File: config.mk
export PLATFORM = sky130hd
export DESIGN_NAME = rx_header_parser_flat
export DESIGN_NICKNAME = d
export VERILOG_FILES = /design/src/rtl/rx_header_parser_if.sv /design/src/rtl/rx_header_parser.sv /design/src/flat_wrapper.sv
export SDC_FILE = /design/constraint.sdc
export NUM_CORES = 1
export LEC_CHECK = 0
export BUFFER_PORTS_ARGS = -buffer_cell sky130_fd_sc_hd__buf_4
export CAP_MARGIN = 20
export CORE_MARGIN = 1.5
export CORE_UTILIZATION = 40
export CTS_CLUSTER_DIAMETER = 200
export DETAILED_ROUTE_END_ITERATION = 6
export PLACE_DENSITY = 0.6
export SLEW_MARGIN = 20
export SYNTH_ARGS = -nofsm -noshare
export SYNTH_HDL_FRONTEND = slang
export SYNTH_SLANG_ARGS = --single-unit
File: constraint.sdc
create_clock -name aclk -period 5.1 [get_ports aclk]
set_input_delay 0.255 -clock aclk [delete_from_list [all_inputs] [get_ports aclk]]
set_output_delay 0.255 -clock aclk [all_outputs]
set_load 0.01 [all_outputs]
File: src/rtl/rx_header_parser_if.sv
// AXI-Stream bundle used for both the RX ingress stream and the S2MM payload stream.
interface rx_header_parser_if #(
    parameter int C_DATA_WIDTH = 32
);
    logic [C_DATA_WIDTH-1:0]   tdata;
    logic [C_DATA_WIDTH/8-1:0] tkeep;
    logic                      tvalid;
    logic                      tlast;
    logic                      tready;

    modport master (output tdata, tkeep, tvalid, tlast, input tready);
    modport slave  (input tdata, tkeep, tvalid, tlast, output tready);
endinterface

File: src/rtl/rx_header_parser.sv
// RDMA RX ingress: parses the 5-word header, issues it when downstream is idle,
// forwards WRITE payloads to S2MM and drops everything else.
module rx_header_parser #(
    parameter int                         C_DATA_WIDTH             = 32,
    parameter int                         RDMA_OPCODE_WIDTH        = 8,
    parameter int                         RDMA_ADDR_WIDTH          = 64,
    parameter int                         RDMA_RKEY_WIDTH          = 32,
    parameter int                         RDMA_LENGTH_WIDTH        = 32,
    parameter int                         OFFSET_LENGTH            = 16,
    parameter logic [RDMA_OPCODE_WIDTH-1:0] RDMA_OPCODE_WRITE_FIRST  = 8'h06,
    parameter logic [RDMA_OPCODE_WIDTH-1:0] RDMA_OPCODE_WRITE_MIDDLE = 8'h07,
    parameter logic [RDMA_OPCODE_WIDTH-1:0] RDMA_OPCODE_WRITE_LAST   = 8'h08,
    parameter logic [RDMA_OPCODE_WIDTH-1:0] RDMA_OPCODE_WRITE_ONLY   = 8'h0A,
    parameter logic [RDMA_OPCODE_WIDTH-1:0] RDMA_OPCODE_WRITE_TEST   = 8'h01
) (
    input  logic                          aclk,
    input  logic                          areset,
    rx_header_parser_if.slave             s_axis,
    rx_header_parser_if.master            m_axis,
    input  logic                          hdr_ready,
    output logic                          header_valid,
    output logic [RDMA_OPCODE_WIDTH-1:0]  rdma_opcode,
    output logic [RDMA_ADDR_WIDTH-1:0]    rdma_remote_addr,
    output logic [RDMA_RKEY_WIDTH-1:0]    rdma_rkey,
    output logic [RDMA_LENGTH_WIDTH-1:0]  rdma_length,
    output logic [OFFSET_LENGTH-1:0]      fragment_offset,
    output logic                          len_err,
    output logic [31:0]                   pkt_count,
    output logic [31:0]                   drop_count
);

    localparam int KEEP_W = C_DATA_WIDTH / 8;

    typedef enum logic [1:0] {HDR, ISSUE, PAYLOAD, DROP} state_t;

    state_t      state, state_nxt;
    logic        run;
    logic [2:0]  hdr_idx;
    logic [31:0] byte_cnt;
    logic [31:0] byte_total;
    logic [2:0]  beat_bytes;
    logic        s_hs;
    logic        runt;
    logic        opcode_is_write;

    function automatic logic [2:0] popcount(input logic [KEEP_W-1:0] k);
        logic [2:0] c;
        c = '0;
        for (int i = 0; i < KEEP_W; i++) c = c + 3'(k[i]);
        return c;
    endfunction

    function automatic logic is_write(input logic [RDMA_OPCODE_WIDTH-1:0] op);
        return op inside {RDMA_OPCODE_WRITE_FIRST, RDMA_OPCODE_WRITE_MIDDLE,
                          RDMA_OPCODE_WRITE_LAST, RDMA_OPCODE_WRITE_ONLY,
                          RDMA_OPCODE_WRITE_TEST};
    endfunction

    assign s_hs            = s_axis.tvalid & s_axis.tready;
    assign beat_bytes      = popcount(s_axis.tkeep);
    assign byte_total      = byte_cnt + 32'(beat_bytes);
    assign opcode_is_write = is_write(rdma_opcode);

    // Stream ports: payload is a zero-bubble combinational pass-through
    assign m_axis.tdata = s_axis.tdata;
    assign m_axis.tkeep = s_axis.tkeep;
    assign m_axis.tlast = s_axis.tlast;

    always_comb begin
        s_axis.tready = 1'b0;
        m_axis.tvalid = 1'b0;
        case (state)
            HDR, DROP: s_axis.tready = run;
            PAYLOAD: begin
                s_axis.tready = m_axis.tready;
                m_axis.tvalid = s_axis.tvalid;
            end
            default: ;
        endcase
    end

    always_ff @(posedge aclk) begin
        if (areset) state <= HDR;
        else        state <= state_nxt;
    end

    always_comb begin
        state_nxt    = state;
        header_valid = 1'b0;
        runt         = 1'b0;
        case (state)
            HDR: begin
                if (s_hs) begin
                    if (s_axis.tlast)       runt      = 1'b1;
                    else if (hdr_idx == 3'd4) state_nxt = ISSUE;
                end
            end
            ISSUE: begin
                header_valid = hdr_ready;
                if (hdr_ready) state_nxt = opcode_is_write ? PAYLOAD : DROP;
            end
            PAYLOAD, DROP: begin
                if (s_hs && s_axis.tlast) state_nxt = HDR;
            end
            default: state_nxt = HDR;
        endcase
    end

    // Control: beat index, counters and length check
    always_ff @(posedge aclk) begin
        if (areset) begin
            run        <= 1'b0;
            hdr_idx    <= '0;
            byte_cnt   <= '0;
            len_err    <= 1'b0;
            pkt_count  <= '0;
            drop_count <= '0;
        end else begin
            run     <= 1'b1;
            len_err <= 1'b0;
            if (state == HDR && s_hs)
                hdr_idx <= (s_axis.tlast || hdr_idx == 3'd4) ? 3'd0 : hdr_idx + 3'd1;
            if (runt || (header_valid && !opcode_is_write))
                drop_count <= drop_count + 32'd1;
            if (header_valid) begin
                pkt_count <= pkt_count + 32'd1;
                byte_cnt  <= '0;
            end
            if (state == PAYLOAD && s_hs) begin
                byte_cnt <= byte_total;
                if (s_axis.tlast) len_err <= (byte_total != 32'(rdma_length));
            end
        end
    end

    // Header field capture, one register group per header word
    always_ff @(posedge aclk) begin
        if (areset) begin
            rdma_opcode      <= '0;
            fragment_offset  <= '0;
            rdma_remote_addr <= '0;
            rdma_rkey        <= '0;
            rdma_length      <= '0;
        end else if (state == HDR && s_hs) begin
            case (hdr_idx)
                3'd0: begin
                    rdma_opcode     <= s_axis.tdata[31:24];
                    fragment_offset <= s_axis.tdata[15:0];
                end
                3'd1:    rdma_remote_addr[63:32] <= s_axis.tdata;
                3'd2:    rdma_remote_addr[31:0]  <= s_axis.tdata;
                3'd3:    rdma_rkey               <= s_axis.tdata;
                3'd4:    rdma_length             <= s_axis.tdata;
                default: ;
            endcase
        end
    end

endmodule

File: src/flat_wrapper.sv
// flat-port wrapper written by rule: the top's interface ports become plain ports
module rx_header_parser_flat 
#(
    parameter int                         C_DATA_WIDTH             = 32,
    parameter int                         RDMA_OPCODE_WIDTH        = 8,
    parameter int                         RDMA_ADDR_WIDTH          = 64,
    parameter int                         RDMA_RKEY_WIDTH          = 32,
    parameter int                         RDMA_LENGTH_WIDTH        = 32,
    parameter int                         OFFSET_LENGTH            = 16,
    parameter logic [RDMA_OPCODE_WIDTH-1:0] RDMA_OPCODE_WRITE_FIRST  = 8'h06,
    parameter logic [RDMA_OPCODE_WIDTH-1:0] RDMA_OPCODE_WRITE_MIDDLE = 8'h07,
    parameter logic [RDMA_OPCODE_WIDTH-1:0] RDMA_OPCODE_WRITE_LAST   = 8'h08,
    parameter logic [RDMA_OPCODE_WIDTH-1:0] RDMA_OPCODE_WRITE_ONLY   = 8'h0A,
    parameter logic [RDMA_OPCODE_WIDTH-1:0] RDMA_OPCODE_WRITE_TEST   = 8'h01
)
  (aclk, areset, hdr_ready, header_valid, rdma_opcode, rdma_remote_addr, rdma_rkey, rdma_length, fragment_offset, len_err, pkt_count, drop_count, s_axis_tdata, s_axis_tkeep, s_axis_tvalid, s_axis_tlast, s_axis_tready, m_axis_tdata, m_axis_tkeep, m_axis_tvalid, m_axis_tlast, m_axis_tready);
  rx_header_parser_if #(.C_DATA_WIDTH(C_DATA_WIDTH)) s_axis_i ();
  rx_header_parser_if #(.C_DATA_WIDTH(C_DATA_WIDTH)) m_axis_i ();
  input  logic aclk;
  input  logic areset;
  input  logic hdr_ready;
  output logic header_valid;
  output logic [RDMA_OPCODE_WIDTH-1:0] rdma_opcode;
  output logic [RDMA_ADDR_WIDTH-1:0] rdma_remote_addr;
  output logic [RDMA_RKEY_WIDTH-1:0] rdma_rkey;
  output logic [RDMA_LENGTH_WIDTH-1:0] rdma_length;
  output logic [OFFSET_LENGTH-1:0] fragment_offset;
  output logic len_err;
  output logic [31:0] pkt_count;
  output logic [31:0] drop_count;
  input wire logic [$bits(s_axis_i.tdata)-1:0] s_axis_tdata;
  input wire logic [$bits(s_axis_i.tkeep)-1:0] s_axis_tkeep;
  input wire logic [$bits(s_axis_i.tvalid)-1:0] s_axis_tvalid;
  input wire logic [$bits(s_axis_i.tlast)-1:0] s_axis_tlast;
  output wire logic [$bits(s_axis_i.tready)-1:0] s_axis_tready;
  output wire logic [$bits(m_axis_i.tdata)-1:0] m_axis_tdata;
  output wire logic [$bits(m_axis_i.tkeep)-1:0] m_axis_tkeep;
  output wire logic [$bits(m_axis_i.tvalid)-1:0] m_axis_tvalid;
  output wire logic [$bits(m_axis_i.tlast)-1:0] m_axis_tlast;
  input wire logic [$bits(m_axis_i.tready)-1:0] m_axis_tready;
  assign s_axis_i.tdata = s_axis_tdata;
  assign s_axis_i.tkeep = s_axis_tkeep;
  assign s_axis_i.tvalid = s_axis_tvalid;
  assign s_axis_i.tlast = s_axis_tlast;
  assign s_axis_tready = s_axis_i.tready;
  assign m_axis_tdata = m_axis_i.tdata;
  assign m_axis_tkeep = m_axis_i.tkeep;
  assign m_axis_tvalid = m_axis_i.tvalid;
  assign m_axis_tlast = m_axis_i.tlast;
  assign m_axis_i.tready = m_axis_tready;
  rx_header_parser #(.C_DATA_WIDTH(C_DATA_WIDTH), .RDMA_OPCODE_WIDTH(RDMA_OPCODE_WIDTH), .RDMA_ADDR_WIDTH(RDMA_ADDR_WIDTH), .RDMA_RKEY_WIDTH(RDMA_RKEY_WIDTH), .RDMA_LENGTH_WIDTH(RDMA_LENGTH_WIDTH), .OFFSET_LENGTH(OFFSET_LENGTH), .RDMA_OPCODE_WRITE_FIRST(RDMA_OPCODE_WRITE_FIRST), .RDMA_OPCODE_WRITE_MIDDLE(RDMA_OPCODE_WRITE_MIDDLE), .RDMA_OPCODE_WRITE_LAST(RDMA_OPCODE_WRITE_LAST), .RDMA_OPCODE_WRITE_ONLY(RDMA_OPCODE_WRITE_ONLY), .RDMA_OPCODE_WRITE_TEST(RDMA_OPCODE_WRITE_TEST)) u_core (.aclk(aclk), .areset(areset), .s_axis(s_axis_i), .m_axis(m_axis_i), .hdr_ready(hdr_ready), .header_valid(header_valid), .rdma_opcode(rdma_opcode), .rdma_remote_addr(rdma_remote_addr), .rdma_rkey(rdma_rkey), .rdma_length(rdma_length), .fragment_offset(fragment_offset), .len_err(len_err), .pkt_count(pkt_count), .drop_count(drop_count));
endmodule
Word level (Yosys, flattened, before mapping) --
Cells that the tools add are included.
Cells by class: $add $sub $neg 7, eq/ne operators 18, bitwise operators 3, mux-type cells 17, reductions and logical operators 20
Operators by type and width (count):
- adder 32 x 1 -> 32 bit (second input constant) | 2
- 2-to-1 mux 32 bit | 2
- adder 32 x 3 -> 32 bit | 1
- inequality test 32 bit | 1
- equality test 8 x 3 -> 1 bit (second input constant) | 2
- equality test 8 x 4 -> 1 bit (second input constant) | 2
- 2-to-1 mux 2 bit | 5
- AND reduction 2 bit | 5
- equality test 8 x 1 -> 1 bit (second input constant) | 1
- 2-to-1 mux 1 bit | 7
- adder 3 x 1 -> 3 bit | 2
- equality test 3 x 2 -> 1 bit (second input constant) | 2
- inequality test 2 x 1 -> 1 bit (second input constant) | 3
- one-hot mux 2 bit (3 select lines) | 1
- AND reduction 5 bit | 1
- nonzero test 5 bit | 1
- equality test 2 bit (second input constant) | 2
- logical AND 1 bit | 4
- inequality test 2 bit (second input constant) | 2
- OR reduction 2 bit | 2
- adder 3 x 1 -> 3 bit (second input constant) | 1
- equality test 3 x 1 -> 1 bit (second input constant) | 1
- equality test 3 bit (second input constant) | 1
- logical NOT 3 bit | 1
- other kinds (11) | 13
Word-level totals: register bits after elaboration 255, output and inout bits 257, logic and storage cells 78

Logic depth before layout (Yosys ltp) --
Gate-level depths: netlist (run 1).
depth in word-level cells 7, gate-level depth with buffers 14, mapped depth without buffers 13

Worst setup path before layout (run 1) --
No wires, ideal clock.
path type input -> register, from in s_axis_tkeep[0], to reg u_core.len_err, stages 14, setup slack 1.771 ns, path buffers 1, required time 4.980 ns, data arrival time 3.209 ns, setup time 0.120 ns, path through ha_1 > inv_1 > fa_1 > inv_1 > ha_1 > fa_1 > a21oi_2 > or4b_1 > buf_4 > nor4_4 > nand3_1 > xnor2_1 > nand4_1 > o31a_1
On the way: cells in the longest elaborated chain, start to end 5
RTL lines:
- start: declaration | line flat_wrapper.sv:32 | input wire logic [$bits(s_axis_i.tkeep)-1:0] s_axis_tkeep;
- adder 1 x 1 -> 2 bit | line rx_header_parser.sv:49 | for (int i = 0; i < KEEP_W; i++) c = c + 3'(k[i]);
- adder 3 x 1 -> 3 bit (2 in a row) | line rx_header_parser.sv:49
- adder 32 x 3 -> 32 bit | line rx_header_parser.sv:61 | assign byte_total = byte_cnt + 32'(beat_bytes);
- inequality test 32 bit | line rx_header_parser.sv:131 | if (s_axis.tlast) len_err <= (byte_total != 32'(rdma_length));
- end signal: assignment | line rx_header_parser.sv:131
- end: declaration | line rx_header_parser.sv:27 | output logic len_err,
No other way between the ends. A chain may end at the register's enable or synchronous reset.

Worst setup path in the final report (run 1) --
from reg u_core.state[0], to reg u_core.drop_count[28]
On the way: cells in the longest elaborated chain, start to end 7, elaborated cells on any way between the ends 12
RTL lines:
- start: declaration | line rx_header_parser.sv:36 | state_t state, state_nxt;
- start signal: assignment | line rx_header_parser.sv:84 | else state <= state_nxt;
- equality test 2 bit or logical NOT 2 bit (tied branches) | line rx_header_parser.sv:72, rx_header_parser.sv:91
- OR reduction 2 bit | line rx_header_parser.sv:72 | case (state)
- one-hot mux 1 bit (2 select lines) | line rx_header_parser.sv:72
- bitwise AND 1 bit | line rx_header_parser.sv:59 | assign s_hs = s_axis.tvalid & s_axis.tready;
- 2-to-1 mux 1 bit | line rx_header_parser.sv:93 | if (s_hs) begin
- 2-to-1 mux 1 bit | line rx_header_parser.sv:91 | case (state)
- logical OR 1 bit (*) | line rx_header_parser.sv:123 | if (runt || (header_valid && !opcode_is_write))
- end signal: assignment | line rx_header_parser.sv:124 | drop_count <= drop_count + 32'd1;
- end: declaration | line rx_header_parser.sv:29 | output logic [31:0] drop_count
Mark *: on every way between the ends. The rest lies on a longest branch, timed or not.

==> results of run 1 <==
-- state kept, by name, indices dropped and copies added (netlist names) --
name / count
u_core.pkt_count: 32
u_core.rdma_rkey: 32
u_core.fragment_offset: 16
u_core.run: 1
u_core.len_err: 1
u_core.rdma_remote_addr: 64
u_core.hdr_idx: 3
u_core.drop_count: 32
u_core.state: 2
u_core.rdma_length: 32
u_core.byte_cnt: 32
u_core.rdma_opcode: 8
-- power groups by stage --
stage	Clock, W	Sequential [W]	Combinational, W
global route	0.00222	0.00205	0.000401
floorplan	0	0.00210	0.000187
global placement	0	0.00209	0.000362
finish	0.00210	0.00205	0.000367
CTS	0.00214	0.00205	0.000370
detailed placement	0	0.00209	0.000365
-- layer usage --
| metal | global-route usage | vias to the layer above | routed length [um] | part of all wire |
|---|---|---|---|---|
| li1 | - | 5307 | - | - |
| met1 | 0.3160 | 5121 | 15730 | 0.44 |
| met2 | 0.3925 | 338 | 17160 | 0.48 |
| met3 | 0.04786 | 55 | 2340 | 0.065 |
| met4 | 0.06484 | 0 | 763 | 0.021 |
| met5 | 0 | - | 0 | 0 |
-- critical path, cell delays in order (launching register included) --
cell	delay, ps
dfxtp_1	390
inv_1	90
ha_1	290
nand2b_1	150
a21oi_2	270
and3_1	380
a2bb2oi_2	100
buf_4	200
nand4bb_1	750
or4_1	740
a21oi_1	150
-- cells by family after synthesis --
kind of cell / after synthesis / synth area share
flip-flops: 255 / 0.4485
adder cells (fa/ha/maj): 19 / 0.02221
multiplexers: 2 / 0.001759
XOR/XNOR: 97 / 0.07465
AND/OR/NAND/NOR: 638 / 0.2559
AO/OA/AOI/OAI: 286 / 0.1352
buffers and inverters: 146 / 0.06168
-- worst paths after layout --
| kind | end | slack (ps) | start |
|---|---|---|---|
| max | u_core.drop_count[28] | 1510 | u_core.state[0] |
| max reg2reg | u_core.drop_count[28] | 1510 | u_core.state[0] |
| min | u_core.rdma_remote_addr[54] | 10 | s_axis_tdata[22] |
| min reg2reg | u_core.rdma_remote_addr[6] | 450 | u_core.rdma_remote_addr[6] |
-- area by class of cell --
cell class                      instances  share of cell area
Clock inverter                          7            0.006073
Clock buffer                           44             0.06030
Sequential cell                       255              0.3490
Timing Repair Buffer                  320              0.1657
Tap cell                              378             0.03233
Multi-Input combinational cell       1042              0.3812
Inverter                               21            0.005389
-- metrics by stage --
step	cell area (um^2)	setup WS (ps)	cells	hold WS [ps]
detailed placement	13590	1226	2009	448.0
floorplan	11380	1771	1443	391.0
CTS	14620	1507	2066	0.08848
finish	14630	1507	2067	11.62
global placement	13590	1292	2009	442.3
global route	14630	1202	2067	5.153
-- cells in the final DEF, fill, tap and decap left out, types with 3 or more instances in the layout --
cell           count
dlygate4sd3_1      7
or3_1             24
buf_4            312
o31ai_1            7
nor3_1            21
and4_1            11
and3_1            19
a31oi_1            5
xor2_1            39
clkbuf_8          10
ha_1              17
nor2_1            81
nand3b_1           6
a311oi_1           7
nand2_1          363
nand2b_1           3
a21o_1             3
o21ai_0           40
clkbuf_1           5
nand4_1           31
and2_1             6
xnor2_1           58
inv_1             21
nand4b_1           5
dfxtp_1          255
clkbuf_16         29
or4_1              6
clkinv_2           4
a21oi_1          211
nand3_1           33
nor2b_1            3
nor4_1            15
-- repair_timing --
item                       CTS  global route
hold endpoints to repair    12             1
hold buffers                 6             1
setup endpoints to repair    0             0
==> results by group, run 1 <==
Outcome
  • Status: complete, no violations

Clock tree
  • Setup Buffers After CTS: 0
  • H-tree Lvls: 1
  • Clock tree sinks: 255
  • CTS tree: yes
  • CTS resizes: 0
  • Worst-Skew Late Latency: 540 ps
  • Clock Tree Buf Depth: 3
  • CTS clk-pin slew, worst paths: 60 ps
  • Clk root buf: clkbuf_16
  • Clock buffer count from CTS: 29

Routing
  • Number of nets still failing antenna checks after routing: 0
  • DR vias/cell: 5.235
  • Vias post-DR: 10,820
  • DRC: 0
  • Total iterations of the first detailed-routing run: 5
  • WL/cell: 17.41 um
  • Final WL: 35.99 mm
  • DRT iter0 DRCs: 707

Floorplanning
  • Die ar.: 0.02947 mm^2
  • Core area: 0.02786 mm^2
  • Die X: 171.7 um
  • FP Rows: 61
  • IO Count: 299
  • Die H: 171.7 um
  • Initial core utilization: 0.4085

GRT
  • First-pass GRT wire length: 55.74 mm
  • Initial antenna violation count: 0
  • Tot GR Track Use: 0.2383
  • Vias in the first global route: 10,090
  • GRT overflow: 0
  • Largest net degree at the start of global routing: 105

Pwr
  • Clock power frac: 0.465
  • Leakage: 5.682 nW
  • Power Density: 308.5 mW/mm^2
  • Power Internal: 0.003443 W
  • Sequential power share: 0.453
  • Net Switching: 0.001069 W
  • Combinational share of power: 0.081
  • Pwr Total: 0.004512 W
  • VDD IR-drop max: 0.2427 mV
  • Switching Fraction: 0.2370

Logic synthesis
  • Async set or reset register ratio after synthesis: 0
  • Post-synth EDFFs: 0
  • Post-synth top area cell: dfxtp_1
  • Synth unique cells: 49
  • Seq/Total Area, Yosys: 0.4485
  • Synthesis-stage register bit count: 255
  • Post-synth top area share: 0.4485
  • Post-Synthesis Cells: 1,443
  • Post-Syn Area: 0.01138 mm^2
  • Ranking of synthesized cells by area: dfxtp_1 (45%), nand2_1 (12%), a21oi_1 (9.3%), xnor2_1 (4.5%), xor2_1 (3.0%)
  • Synth top cells by count: nand2_1 (363), dfxtp_1 (255), a21oi_1 (211)
  • Synth warn: 0
  • Cell with the most instances after synthesis: nand2_1
  • Syn nets: 1,504
  • Top FF cell, synth: dfxtp_1
  • Synth Area per Inst: 7.887 um^2

Cells and area
  • Final Util: 0.5251
  • Layout cell share with drive strength beyond 1: 0.2179
  • Area Overhead vs Synth: 28.53%
  • Final #Nets: 1,730
  • # diodes: 0
  • FF/Latch Area: 0.005105 mm^2
  • Multi-input logic area: 0.005577 mm^2
  • Fill count: 2,744

STA
  • Setup TNS: 0 ps
  • Worst rel slew slack: 0.3164
  • Setup Viol. Count Final: 0
  • Final period util: 0.7046
  • Worst slew pin tran: 1025 ps
  • Skew final: 16.85 ps
  • Slew Viols, Final: 0
  • Fmax achieved: 278.3 MHz
  • Unrepaired setup endpoints after global routing: false
  • Final Hold Vio Count: 0
  • Final min period: 3593 ps

Place
  • Port Buf Inserts: 298
  • Hpwl dp: 25.05 mm
  • GP Congestion: 0.8868

Critical path
  • Crit path kind: reg -> reg
  • CP Capture Type: register
  • CP Launch Type: register
  • Crit path max fanout: 21
  • WP data required: 5560 ps
  • Worst Reg-to-Reg Cells: 10
  • WP data arrival: 4050 ps

Min path
  • Worst hold path class: in -> reg
  • Worst Hold Depth: 3

Flow run
  • Max Cap Viol: 0
Note: power is estimated with default switching activity, not from simulation.
==> inputs of run 2 (changes only) <==
--- a/config.mk
+++ b/config.mk
@@ -5,6 +5,7 @@
 export SDC_FILE = /design/constraint.sdc
 export NUM_CORES = 1
 export LEC_CHECK = 0
+export ABC_AREA = 1
 export BUFFER_PORTS_ARGS = -buffer_cell sky130_fd_sc_hd__buf_4
 export CAP_MARGIN = 20
 export CORE_MARGIN = 1.5
==> constraint.sdc (replaced) <==
create_clock -name aclk -period 3.58 [get_ports aclk]
set_input_delay 0.179 -clock aclk [delete_from_list [all_inputs] [get_ports aclk]]
set_output_delay 0.179 -clock aclk [all_outputs]
set_load 0.01 [all_outputs]
==> results by group, run 2 <==
Place
  • Post-DP Area: 0.01458 mm^2 (+7.3%)
  • Setup slack after placement: 373.5 ps (-852.2 ps)
  • Hpwl dp: 29.70 mm (+19%)
  • Port Buf Inserts: 298 (unchanged)
  • GP Congestion: 0.9151 (+3.2%)

Critical path
  • Slowest cell delay on critical path: 530 ps (-220 ps)
  • Worst r2r dst: u_core.rdma_length[9]
  • WP data arrival: 3090 ps (-960 ps)
  • Crit path max fanout: 42 (+100%)
  • CP Launch Type: register
  • CP Capture Type: register
  • R2r setup slk: 910 ps (-600 ps)
  • Worst Reg-to-Reg Cells: 10 (unchanged)
  • Crit path kind: reg -> reg
  • R2r startpoint: u_core.state[0]
  • WP data required: 4000 ps (-1560 ps)
  • CP max-delay cell: o21ai_0
  • Crit-path cells: inv_1, ha_1, o21ai_1, nand2_1, nor2_2, nand2_2, nor2_1, inv_2, o21ai_0, a21oi_1

Pwr
  • Sequential power share: 0.430 (-0.023)
  • Switching Fraction: 0.2976 (+0.06061)
  • Net Switching: 0.002204 W (+110%)
  • Power Density: 468.8 mW/mm^2 (+52%)
  • Clock power frac: 0.381 (-0.084)
  • VDD IR-drop max: 0.4268 mV (+76%)
  • Leakage: 6.473 nW (+14%)
  • Power Internal: 0.005202 W (+51%)
  • Combinational share of power: 0.189 (+0.108)

STA
  • Final Hold Vio Count: 0 (unchanged)
  • Unrepaired setup endpoints after global routing: false
  • Fmax achieved: 374.7 MHz (+35%)
  • Final min period: 2669 ps (-924.2 ps)
  • Slew Viols, Final: 0 (unchanged)
  • Final period util: 0.7455 (+0.04098)
  • Setup Viol. Count Final: 0 (unchanged)
  • Setup TNS: 0 ps (unchanged)
  • Worst rel slew slack: 0.3753 (+0.05886)
  • Setup ws final: 911.0 ps (-595.8 ps)
  • Worst slew pin tran: 937.0 ps (-88.29 ps)
  • Skew final: 7.363 ps (-9.488 ps)
  • Worst hold slack: 48.07 ps (+36.45 ps)

Cells and area
  • Final #Nets: 2,113 (+22%)
  • # diodes: 0 (unchanged)
  • Area Overhead vs Synth: 28.57% (about the same)
  • Biggest register: u_core.rdma_remote_addr
  • Layout cell share with drive strength beyond 1: 0.1973 (-0.02058)
  • Max reg flops: 64 (unchanged)
  • Final non-filler cell area: 0.01580 mm^2 (+8.0%)
  • Commonest non-fill, non-tap cell in the layout: nor2_1
  • Most frequent cells in the layout: nor2_1 (338), nand2_1 (336), buf_4 (310), dfxtp_1 (255), o21ai_0 (177)

Clock tree
  • CTS Hold Bufs: 32 (+26)
  • Clock Tree Buf Depth: 3 (unchanged)
  • Worst-Skew Late Latency: 550 ps (about the same)
  • Clock buffer count from CTS: 29 (unchanged)
  • Setup Buffers After CTS: 0 (unchanged)
  • Clk root buf: clkbuf_16
  • CTS resizes: 0 (unchanged)
  • H-tree Lvls: 1 (unchanged)
  • Clock tree sinks: 255 (unchanged)
  • CTS clk-pin slew, worst paths: 60 ps (about the same)
  • CTS tree: yes

Logic synthesis
  • Ranking of synthesized cells by area: dfxtp_1 (42%), nor2_1 (10%), nand2_1 (10%), o21ai_0 (7.2%), inv_1 (4.9%)
  • Seq/Total Area, Yosys: 0.4155 (-0.03307)
  • Top FF cell, synth: dfxtp_1
  • Synth Area per Inst: 6.891 um^2 (-13%)
  • Syn nets: 1,844 (+23%)
  • Post-Syn Area: 0.01229 mm^2 (+8.0%)
  • Synthesis-stage register bit count: 255 (unchanged)
  • Post-synth top area share: 0.4155 (-0.03307)
  • Post-Synthesis Cells: 1,783 (+24%)
  • Synth top cells by count: nor2_1 (339), nand2_1 (336), dfxtp_1 (255)
  • Cell with the most instances after synthesis: nor2_1
  • Post-synth EDFFs: 0 (unchanged)
  • Synth unique cells: 39 (-20%)
  • Post-synth top area cell: dfxtp_1
  • Synth warn: 0 (unchanged)
  • Async set or reset register ratio after synthesis: 0 (unchanged)

Floorplanning
  • Die ar.: 0.03178 mm^2 (+7.8%)
  • Initial core utilization: 0.4102 (+0.001659)
  • Die X: 178.3 um (+3.8%)
  • FP Rows: 63 (+3.3%)
  • IO Count: 299 (unchanged)
  • Die H: 178.3 um (+3.8%)
  • Core area: 0.02995 mm^2 (+7.5%)

GRT
  • Vias in the first global route: 11,650 (+15%)
  • GRT overflow: 0 (unchanged)
  • Largest net degree at the start of global routing: 90 (-14%)
  • First-pass GRT wire length: 63.74 mm (+14%)
  • Tot GR Track Use: 0.2556 (+0.01737)
  • Initial antenna violation count: 0 (unchanged)

Routing
  • DRC: 0 (unchanged)
  • DR vias/cell: 5.023 (-4.1%)
  • WL/cell: 16.76 um (-3.7%)
  • Total iterations of the first detailed-routing run: 7 (+2)
  • Vias post-DR: 12,370 (+14%)
  • DRT iter0 DRCs: 840 (+19%)
  • Final WL: 41.29 mm (+15%)
  • Number of nets still failing antenna checks after routing: 0 (unchanged)

Flow run
  • Max Cap Viol: 0 (unchanged)

Outcome
  • Status: complete, no violations

Min path
  • Hold_sp: s_axis_tlast
  • Worst Hold Depth: 4 (+1)
  • Worst hold endpoint: u_core.hdr_idx[2]
  • Worst hold path class: in -> reg
==> run 2: changes by cell type after synthesis, moves of 24 or more <==
| cell | delta |
|---|---|
| nor3_1 | +24 |
| nand2_1 | -27 |
| a21oi_1 | -99 |
| nor2_1 | +257 |
| or3_1 | -24 |
| o21ai_0 | +137 |
| nand3_1 | +68 |
| xnor2_1 | -45 |
| inv_1 | +138 |
==> run 2: final cells by class <==
| class | instances | area (um^2) |
|---|---|---|
| inverters | 164 | 620.6 |
| fillers | 3083 | 14160 |
| clock inverters | 10 | 65.06 |
| repair buffers | 343 | 2668 |
| clock buffers | 42 | 834.6 |
| flip-flops and latches | 255 | 5105 |
| multi-input cells | 1259 | 6017 |
| well taps | 390 | 488.0 |
==> run 2: worst max path at each step <==
stage,slack (ps),cells past startpoint,startpoint,endpoint
4_1_cts,890,10,u_core.state[0],u_core.rdma_length[9]
5_1_grt,640,12,u_core.state[0],u_core.fragment_offset[13]
6_report,910,10,u_core.state[0],u_core.rdma_length[9]
2_1_floorplan,860,20,s_axis_tkeep[0],u_core.len_err
3_5_place_dp,370,21,s_axis_tkeep[0],u_core.len_err
3_3_place_gp,400,21,s_axis_tkeep[0],u_core.len_err
==> run 2: per-stage QoR <==
step	instances	total power, W	utilization
after floorplan	1783	0.003982	-
after CTS	2463	0.007480	0.5274
final	2463	0.007406	0.5274
after global routing	2463	0.007753	0.5274
after detailed placement	2379	0.004618	0.4867
after global placement	2379	0.004596	0.4867
==> run 2: cell families (layout without fill, tap and decap cells) <==
family,count (synthesis),after routing,share of synthesized area
buffers and inverters,269,559,0.09501
xor gates and xnor gates,43,43,0.03177
AOI/OAI and AO/OA,308,308,0.1283
DFF,255,255,0.4155
and+or+nand+nor,889,889,0.3089
adders and majority gates,19,19,0.02057
==> run 2: critical path: cells and delay by family (launching register included) <==
family / cells / cell delay, ps
DFF: 1 / 380
adders and majority gates: 1 / 290
and+or+nand+nor: 4 / 710
AOI/OAI and AO/OA: 3 / 730
buffers and inverters: 2 / 410
==> run 2: metal layers <==
metal | GRT usage | vias to the layer above | wire [um]
li1 | - | 6215 | -
met1 | 0.3190 | 5728 | 17440
met2 | 0.4496 | 358 | 19850
met3 | 0.04518 | 70 | 2865
met4 | 0.07257 | 0 | 1135
met5 | 0 | - | 0
==> run 2: power by group through the flow <==
stage	Sequential, W	Combinational, W	Clock [W]
after global placement	0.00323	0.00136	0
after global routing	0.00321	0.00155	0.00300
final	0.00318	0.00140	0.00282
after CTS	0.00318	0.00141	0.00289
after detailed placement	0.00324	0.00138	0
after floorplan	0.00329	0.000690	0
==> inputs of run 3 (changes only) <==
--- a/config.mk
+++ b/config.mk
@@ -12,7 +12,7 @@
 export CORE_UTILIZATION = 40
 export CTS_CLUSTER_DIAMETER = 200
 export DETAILED_ROUTE_END_ITERATION = 6
-export PLACE_DENSITY = 0.6
+export PLACE_DENSITY = 0.62
 export SLEW_MARGIN = 20
 export SYNTH_ARGS = -nofsm -noshare
 export SYNTH_HDL_FRONTEND = slang
==> constraint.sdc (replaced) <==
create_clock -name aclk -period 2.2 [get_ports aclk]
set_input_delay 0.11 -clock aclk [delete_from_list [all_inputs] [get_ports aclk]]
set_output_delay 0.11 -clock aclk [all_outputs]
set_load 0.01 [all_outputs]
==> results by group, run 3 (synthesis gave the netlist of run 2 again) <==
Pwr
  • Clock power frac: 0.375 (-0.006)
  • Combinational share of power: 0.215 (+0.026)
  • Net Switching: 0.003700 W (+68%)
  • Sequential power share: 0.409 (-0.021)
  • Power Internal: 0.008899 W (+71%)
  • Pwr Total: 0.01260 W (+70%)
  • Power Density: 737.5 mW/mm^2 (+57%)
  • VDD IR-drop max: 0.5366 mV (+26%)
  • Leakage: 7.046 nW (+8.9%)
  • Switching Fraction: 0.2937 (-0.003949)

Clock tree
  • Clk root buf: clkbuf_16
  • CTS clk-pin slew, worst paths: 60 ps (about the same)
  • H-tree Lvls: 1 (unchanged)
  • Clock Tree Buf Depth: 3 (unchanged)
  • Worst-Skew Late Latency: 560 ps (about the same)
  • CTS tree: yes
  • Clock buffer count from CTS: 29 (unchanged)
  • Clock tree sinks: 255 (unchanged)

GRT
  • Initial antenna violation count: 0 (unchanged)
  • Vias in the first global route: 11,910 (+2.2%)
  • First-pass GRT wire length: 63.18 mm (-0.89%)
  • GRT overflow: 0 (unchanged)
  • Tot GR Track Use: 0.2521 (-0.003538)
  • Largest net degree at the start of global routing: 55 (-39%)

Cells and area
  • Area Overhead vs Synth: 39.03%
  • Most frequent cells in the layout: buf_4 (392), nand2_1 (331), nor2_1 (330), dfxtp_1 (253), o21ai_0 (172)
  • Fill count: 2,904 (-5.8%)
  • Multi-input logic area: 0.006371 mm^2 (+5.9%)
  • Layout cell share with drive strength beyond 1: 0.2571 (+0.05984)
  • Biggest register: u_core.rdma_remote_addr
  • Commonest non-fill, non-tap cell in the layout: buf_4
  • Max reg flops: 64 (unchanged)
  • # diodes: 0 (unchanged)
  • Final #Nets: 2,212 (+4.7%)
  • Final Util: 0.5703 (+0.04290)
  • FF/Latch Area: 0.005110 mm^2 (about the same)

STA
  • Fmax achieved: 430.0 MHz
  • Final min period: 2326 ps
  • Setup TNS: -125.7 ps (-125.7 ps)
  • Setup ws final: -125.7 ps (-1037 ps)
  • Worst rel slew slack: 0.6431 (+0.2678)
  • Unrepaired setup endpoints after global routing: true
  • Final Hold Vio Count: 0 (unchanged)
  • Final period util: 1.057
  • Worst slew pin tran: 535.4 ps (-401.7 ps)
  • Setup Viol. Count Final: 1 (+1)
  • Slew Viols, Final: 0 (unchanged)
  • Skew final: 10.92 ps (+3.558 ps)
  • Worst hold slack: 28.50 ps (-19.57 ps)

Min path
  • Worst hold path class: in -> reg

Floorplanning
  • Die H: 178.3 um (unchanged)
  • Die X: 178.3 um (unchanged)
  • Die ar.: 0.03178 mm^2 (unchanged)
  • FP Rows: 63 (unchanged)
  • Initial core utilization: 0.4102 (unchanged)
  • IO Count: 299 (unchanged)
  • Core area: 0.02995 mm^2 (unchanged)

Place
  • Port Buf Inserts: 298 (unchanged)
  • Hpwl dp: 30.07 mm (+1.2%)
  • GP Congestion: 0.9398 (+2.7%)
  • Setup slack after placement: -792.1 ps (-1166 ps)

Routing
  • DRC: 0 (unchanged)
  • Final WL: 41.38 mm (+0.22%)
  • DR vias/cell: 5.021 (about the same)
  • Number of nets still failing antenna checks after routing: 0 (unchanged)
  • WL/cell: 16.16 um (-3.6%)
  • Vias post-DR: 12,850 (+3.9%)
  • Total iterations of the first detailed-routing run: 5 (-2)
  • DRT iter0 DRCs: 813 (-3.2%)

Flow run
  • Max Cap Viol: 0 (unchanged)

Outcome
  • Violated checks: negative setup slack
  • Status: finished with violations

Critical path
  • WP data required: 2660 ps (-1340 ps)
  • Crit path max fanout: 7 (-83%)
  • CP Capture Type: register
  • WP data arrival: 2790 ps (-300 ps)
  • CP Launch Type: primary input
  • Crit path kind: in -> reg
[run 3: final cells by class]
| type | instances | share of cell area |
|---|---|---|
| Timing Repair Buffer | 442 | 0.2074 |
| Sequential cell | 255 | 0.2991 |
| Clock buffer | 45 | 0.05244 |
| Tap cell | 390 | 0.02857 |
| Multi-Input combinational cell | 1259 | 0.3730 |
| Clock inverter | 5 | 0.002710 |
| Inverter | 164 | 0.03677 |
[run 3: layer usage]
metal  GRT usage  up-vias  share of wire
met1      0.3153     5908           0.42
li1            -     6442              -
met4      0.1031        0          0.036
met2      0.4238      418           0.47
met5           0        -              0
met3     0.04966       85          0.075
[run 3: power groups by stage]
stage / registers (W) / clock network, W / logic (W)
after floorplan: 0.00536 / 0 / 0.00114
after global placement: 0.00524 / 0 / 0.00240
after detailed placement: 0.00525 / 0 / 0.00242
after CTS: 0.00515 / 0.00483 / 0.00253
after global routing: 0.00520 / 0.00503 / 0.00297
final: 0.00516 / 0.00473 / 0.00271
[run 3: timing repair]
action,CTS,global route
pin swaps,16,28
buffers inserted,8,9
endpoints found under the hold margin,145,0
gates resized for setup,31,53
setup endpoints to repair,84,144
hold buffers,34,0
cloned,0,3
[run 3: stage by stage]
stage               cell area (um^2)  instances
floorplan                      12360       1783
global placement               15280       2457
detailed placement             15280       2457
CTS                            16730       2549
global route                   17080       2560
finish                         17080       2560
[run 3: worst max-delay path, cell delays in order]
cell and delay [ps]:
buf_8 100, ha_4 250, inv_2 30, fa_2 520
inv_2 40, ha_4 150, fa_2 370, nand3_4 120
nand2_8 110, nand3_4 130, nor2_4 60, nand2_2 90
nand2_1 60, nand2_1 70, nand2_2 60, nor2_2 100
nand2_1 70, nor2_2 140, nand3_1 90, nand2_1 70
inv_1 40
[run 3: final timing paths]
check	to	start	depth (start not counted)	slack (ps)
hold reg to reg	u_core.fragment_offset[15]	u_core.fragment_offset[15]	2	480
setup / recovery	u_core.len_err	s_axis_tkeep[0]	21	-130
hold / removal	u_core.drop_count[11]	areset	4	30
setup reg to reg	u_core.len_err	u_core.byte_cnt[2]	15	0
